===== src/rtl/fifo_11b_drain_packer_if.sv =====
// Stream bundle for the drain packer: show-ahead FIFO read side plus the packed
// output beat channel. master = packer side, slave = FIFO/downstream side.
interface fifo_11b_drain_packer_if #(
  parameter int PACK_N = 4
) ();
  logic [10:0]          fifo_q;
  logic                 fifo_empty;
  logic                 fifo_rdreq;
  logic                 out_valid;
  logic                 out_ready;
  logic [PACK_N*11-1:0] out_data;
  logic [PACK_N-1:0]    out_keep;
  logic                 out_last;

  modport master (
    input  fifo_q, fifo_empty, out_ready,
    output fifo_rdreq, out_valid, out_data, out_keep, out_last
  );

  modport slave (
    output fifo_q, fifo_empty, out_ready,
    input  fifo_rdreq, out_valid, out_data, out_keep, out_last
  );
endinterface


===== src/rtl/fifo_11b_drain_packer.sv =====
// Drains an 11-bit show-ahead FIFO and packs up to PACK_N words per output beat,
// flushing on eop (bit 10) or idle timeout. FIFO_11B_DRAIN_PACKER_STATS_EN adds beat/stall counters.
module fifo_11b_drain_packer #(
  parameter int PACK_N        = 4,
  parameter int FLUSH_TIMEOUT = 16
) (
  input  logic                          clock,
  input  logic                          sclr,
  fifo_11b_drain_packer_if.master       bus,
  output logic                          busy
`ifdef FIFO_11B_DRAIN_PACKER_STATS_EN
  ,
  output logic [31:0]                   stat_beats,
  output logic [31:0]                   stat_stalls
`endif
);
  localparam int          CW       = $clog2(PACK_N + 1);
  localparam bit          TO_EN    = (FLUSH_TIMEOUT != 0);
  localparam logic [15:0] IDLE_MAX = 16'(FLUSH_TIMEOUT > 0 ? FLUSH_TIMEOUT - 1 : 0);

  logic [PACK_N-1:0][10:0] lanes;
  logic [CW-1:0]           count, base_count;
  logic                    acc_last, acc_done;
  logic [15:0]             idle_cnt;
  logic                    xfer, pop, timeout_hit;
  logic [PACK_N-1:0]       keep_now;

  assign xfer           = acc_done && (!bus.out_valid || bus.out_ready);
  assign pop            = !sclr && !bus.fifo_empty && (!acc_done || xfer);
  assign bus.fifo_rdreq = pop;
  // A word popped alongside a transfer starts the fresh accumulator at lane 0.
  assign base_count     = xfer ? '0 : count;
  assign timeout_hit    = TO_EN && (count != '0) && !acc_done && !pop && (idle_cnt == IDLE_MAX);
  assign busy           = (count != '0) || bus.out_valid;

  always_comb begin
    keep_now = '0;
    for (int i = 0; i < PACK_N; i++) keep_now[i] = (CW'(i) < count);
  end

  always_ff @(posedge clock) begin
    if (sclr) begin
      lanes         <= '0;
      count         <= '0;
      acc_last      <= 1'b0;
      acc_done      <= 1'b0;
      idle_cnt      <= '0;
      bus.out_valid <= 1'b0;
      bus.out_data  <= '0;
      bus.out_keep  <= '0;
      bus.out_last  <= 1'b0;
    end else begin
      if (xfer) begin
        bus.out_valid <= 1'b1;
        bus.out_data  <= lanes;
        bus.out_keep  <= keep_now;
        bus.out_last  <= acc_last;
      end else if (bus.out_valid && bus.out_ready) begin
        bus.out_valid <= 1'b0;
      end

      if (pop) begin
        for (int i = 0; i < PACK_N; i++) begin
          if (base_count == CW'(i)) lanes[i] <= bus.fifo_q;
          else if (xfer)            lanes[i] <= '0;
        end
        count    <= base_count + 1'b1;
        acc_done <= (base_count == CW'(PACK_N - 1)) || bus.fifo_q[10];
        acc_last <= bus.fifo_q[10];
        idle_cnt <= '0;
      end else if (xfer) begin
        lanes    <= '0;
        count    <= '0;
        acc_done <= 1'b0;
        acc_last <= 1'b0;
        idle_cnt <= '0;
      end else if (timeout_hit) begin
        acc_done <= 1'b1;
        idle_cnt <= '0;
      end else if ((count != '0) && !acc_done) begin
        idle_cnt <= idle_cnt + 16'd1;
      end
    end
  end

`ifdef FIFO_11B_DRAIN_PACKER_STATS_EN
  always_ff @(posedge clock) begin
    if (sclr) begin
      stat_beats  <= '0;
      stat_stalls <= '0;
    end else begin
      if (bus.out_valid && bus.out_ready)  stat_beats  <= stat_beats + 32'd1;
      if (bus.out_valid && !bus.out_ready) stat_stalls <= stat_stalls + 32'd1;
    end
  end
`endif
endmodule


===== src/flat_wrapper.sv =====
// flat-port wrapper written by rule: the top's interface ports become plain ports
module fifo_11b_drain_packer_flat 
#(
  parameter int PACK_N        = 4,
  parameter int FLUSH_TIMEOUT = 16
)
  (clock, sclr, busy, bus_fifo_q, bus_fifo_empty, bus_out_ready, bus_fifo_rdreq, bus_out_valid, bus_out_data, bus_out_keep, bus_out_last);
  fifo_11b_drain_packer_if #(.PACK_N(PACK_N)) bus_i ();
  input  logic clock;
  input  logic sclr;
  output logic busy;
  input wire logic [$bits(bus_i.fifo_q)-1:0] bus_fifo_q;
  input wire logic [$bits(bus_i.fifo_empty)-1:0] bus_fifo_empty;
  input wire logic [$bits(bus_i.out_ready)-1:0] bus_out_ready;
  output wire logic [$bits(bus_i.fifo_rdreq)-1:0] bus_fifo_rdreq;
  output wire logic [$bits(bus_i.out_valid)-1:0] bus_out_valid;
  output wire logic [$bits(bus_i.out_data)-1:0] bus_out_data;
  output wire logic [$bits(bus_i.out_keep)-1:0] bus_out_keep;
  output wire logic [$bits(bus_i.out_last)-1:0] bus_out_last;
  assign bus_i.fifo_q = bus_fifo_q;
  assign bus_i.fifo_empty = bus_fifo_empty;
  assign bus_i.out_ready = bus_out_ready;
  assign bus_fifo_rdreq = bus_i.fifo_rdreq;
  assign bus_out_valid = bus_i.out_valid;
  assign bus_out_data = bus_i.out_data;
  assign bus_out_keep = bus_i.out_keep;
  assign bus_out_last = bus_i.out_last;
  fifo_11b_drain_packer #(.PACK_N(PACK_N), .FLUSH_TIMEOUT(FLUSH_TIMEOUT)) u_core (.clock(clock), .sclr(sclr), .bus(bus_i), .busy(busy));
endmodule

===== config.mk =====
export PLATFORM = sky130hd
export DESIGN_NAME = fifo_11b_drain_packer_flat
export DESIGN_NICKNAME = d
export VERILOG_FILES = /design/src/rtl/fifo_11b_drain_packer_if.sv /design/src/rtl/fifo_11b_drain_packer.sv /design/src/flat_wrapper.sv
export SDC_FILE = /design/constraint.sdc
export NUM_CORES = 1
export LEC_CHECK = 0
export BUFFER_PORTS_ARGS = -buffer_cell sky130_fd_sc_hd__buf_2
export CAP_MARGIN = 20
export CORE_UTILIZATION = 51
export CTS_CLUSTER_SIZE = 30
export DETAILED_ROUTE_END_ITERATION = 7
export HOLD_SLACK_MARGIN = 0.02
export PLACE_DENSITY = 0.83
export SLEW_MARGIN = 20
export SYNTH_ARGS = -nofsm -noshare
export SYNTH_HDL_FRONTEND = slang
export SYNTH_SLANG_ARGS = --single-unit
export TNS_END_PERCENT = 20

===== constraint.sdc =====
create_clock -name clock -period 2.3 [get_ports clock]
set_input_delay 0.46 -clock clock [delete_from_list [all_inputs] [get_ports clock]]
set_output_delay 0.46 -clock clock [all_outputs]
set_load 0.05 [all_outputs]

==> impl_metrics.tcl <==
set metrics [dict create \
    antenna_found_initial 0 \
    wl_per_cell_um 14.5 \
    hpwlAfterDp_mm 6.66 \
    area_delta_synth_final_pct 21.2 \
    grt_pass1_wl_mm 16.9 \
    required_ns 1.84 \
    syn_nets 572 \
    start_util 0.533 \
    via_per_inst 5.61 \
    die_x_um 95.2 \
    cp_max_fo 13 \
    worstPathArrival_ns 1.75 \
    seq_area_frac_synth 0.520 \
    switching_share 0.252 \
    power_frac_clock 0.508 \
    r2r_start "u_core.bus.out_valid" \
    hold_start "bus_fifo_q[8]" \
    grtUsageTotal 0.244 \
    met1_usage 0.316 \
    fin_crit_sh 0.961 \
    synth_area_um2 4430 \
    grt_pass1_vias 3563 \
    total_power_uw 4780 \
    num_antenna_cells 0 \
    worst_clock_skew_ns 0.00654 \
    drt_iter0_drc 282 \
    status "complete, no violations" \
    rsz0062_at_grt "false" \
    fp.dieH_um 95.2 \
    irDropWorstVdd_mv 0.510 \
    fin_nets 626 \
    die_area_um2 9060 \
    portBuffers 66 \
    cp-end-kind "output pin" \
    finalHoldViolCount 0 \
    busiest_layer "met2" \
    critPathLaunch "u_core.acc_done" \
    cts_tree "built" \
    hold_path.class "input pin to flop" \
    drv_cap 0 \
    final_cell_mix "146 x nand2_1, 113 x dfxtp_1, 99 x a21oi_1" \
    clk_pin_slew_ns 0.06 \
    setup_ws_ns 0.0897 \
    cts_setup_buffers 0 \
    grt_max_degree 99 \
    avgSynthCellArea_um2 8.03 \
    setup_tns_ns 0 \
    crit_type "flop to output pin" \
    finalCriticalPeriod_ns 2.21 \
    grt_overflow 0 \
    final_common_cell "nand2_1" \
    rows 33 \
    syn_inst 551 \
    use_met3 0.0638 \
    fmax_mhz 452 \
    root_buffer "clkbuf_8" \
    intPower_uw 3580 \
    cts.path.max_buffers 2 \
    dr.pass1.iters 5 \
    ys_warn_count 0 \
    cts_sinks 115 \
    relSlewSlack 0.360 \
    post-route-util 0.647 \
    drc 0 \
    core-area_um2 8300 \
    routed_wl_mm 10.5 \
    yosys_register_bits 115 \
    num_vias 4055 \
    antenna_left 0 \
    tightest_slew_ns 0.960 \
    place.gp.congestion 0.871 \
    slew_violations 0 \
    p_seq_frac 0.430 \
    p_per_area_nw_per_um2 891 \
    clk_latency_ns 0.51 \
    p_sw_uw 1210 \
    pre_cts_ws_ns 0.0999 \
    power.leakage_uw 0.00201 \
    drive_gt1_frac 0.183 \
    numCtsBuffers 17 \
    setup_viol 0 \
    io_pins 67 \
    p_comb_frac 0.062 \
    startpoint_type "flop" \
    synth_cell_types 38 \
    cts_max_level 4 \
    grt_util_met2 0.383 \
]
==> layer usage <==
layer | wire length (um) | vias to the layer above
met5 | 0 | -
li1 | - | 1983
met4 | 187 | 0
met2 | 5010 | 164
met1 | 4570 | 1888
met3 | 743 | 20
==> layout make-up <==
class	instances	area (um^2)
fill	671	2930
clock inverter	14	130
multi-input combinational	391	1960
inverter	5	18.8
clock buffer	18	428
timing repair buffer	75	398
tap	105	131
sequential	115	2300
==> path summary, 6_finish.rpt <==
check	slack [ns]	to	cells past startpoint
worst max register to register	0.39	u_core.lanes[41]	8
worst min-delay path	0.26	u_core.lanes[30]	3
worst min register to register	0.45	u_core.bus.out_data[0]	2
worst max-delay path	0.09	bus_fifo_rdreq	5
==> power groups by stage <==
stage	combinational, uW	sequential (uW)	clock (uW)
floorplan	188	2120	0
detailed placement	292	2100	0
global route	326	2060	2550
global placement	286	2090	0
finish	298	2050	2430
CTS	295	2050	2450
==> cell families (layout without fill, tap and decap cells) <==
group / after synthesis / count (layout) / synth area share
AOI/OAI and AO/OA: 116 / 116 / 0.139
xor gates and xnor gates: 10 / 10 / 0.0198
adders and majority gates: 6 / 6 / 0.0170
buffers and inverters: 45 / 112 / 0.0396
DFF: 115 / 115 / 0.520
muxes: 1 / 1 / 0.00226
and+or+nand+nor: 258 / 258 / 0.263
==> synth_stat cells <==
master / number / area share
or3_1: 6 / 0.0085
a22o_1: 1 / 0.0020
o21bai_1: 1 / 0.0017
nor4_1: 6 / 0.0085
o211ai_1: 1 / 0.0017
xor2_1: 2 / 0.0040
inv_1: 5 / 0.0042
a22oi_1: 1 / 0.0017
and4_1: 4 / 0.0079
o21ai_1: 1 / 0.0011
a31oi_1: 1 / 0.0014
nor2_1: 22 / 0.019
buf_2: 5 / 0.0057
nand2b_1: 5 / 0.0071
or3_4: 1 / 0.0025
nor4b_1: 2 / 0.0040
mux2i_1: 1 / 0.0023
a311oi_1: 1 / 0.0020
nand2_1: 147 / 0.12
nor3b_1: 2 / 0.0034
a211oi_1: 3 / 0.0051
buf_1: 4 / 0.0034
a21oi_1: 99 / 0.11
o311a_1: 1 / 0.0023
o31ai_1: 2 / 0.0034
xnor2_1: 8 / 0.016
or4_1: 2 / 0.0034
and2_1: 3 / 0.0042
o21ai_0: 4 / 0.0045
nor3_2: 1 / 0.0023
and3_1: 1 / 0.0014
nor2b_1: 1 / 0.0014
nand3b_1: 2 / 0.0034
nand4_1: 5 / 0.0071
dfxtp_1: 115 / 0.52
ha_1: 6 / 0.017
clkbuf_1: 31 / 0.026
nand3_1: 48 / 0.054
==> sequential cells by signal, indices dropped and copies added (netlist names) <==
register	count
u_core.bus.out_data	44
u_core.bus.out_keep	4
u_core.idle_cnt	16
u_core.lanes	44
u_core.bus.out_valid	1
u_core.bus.out_last	1
u_core.acc_last	1
u_core.count	3
u_core.acc_done	1
==> timing repair <==
item | in CTS | in global routing
endpoints found under the setup margin | 0 | 7
gates resized for setup | 0 | 2
hold buffers | 0 | 0
==> stage by stage <==
| stage | area [um^2] | std cells | hold WS [ns] |
|---|---|---|---|
| finish | 5370 | 723 | 0.255 |
| global route | 5370 | 723 | 0.238 |
| CTS | 5360 | 723 | 0.227 |
| detailed placement | 4800 | 691 | 0.444 |
| global placement | 4800 | 691 | 0.440 |
| floorplan | 4430 | 551 | 0.432 |
==> worst max-delay path, cell delays in order, from the launching register on <==
cell	delay, ns
dfxtp_2	0.36
buf_4	0.16
nand3b_1	0.08
buf_4	0.17
and2_1	0.18
buf_2	0.28
No activity file was read; power rests on OpenSTA's default activity.
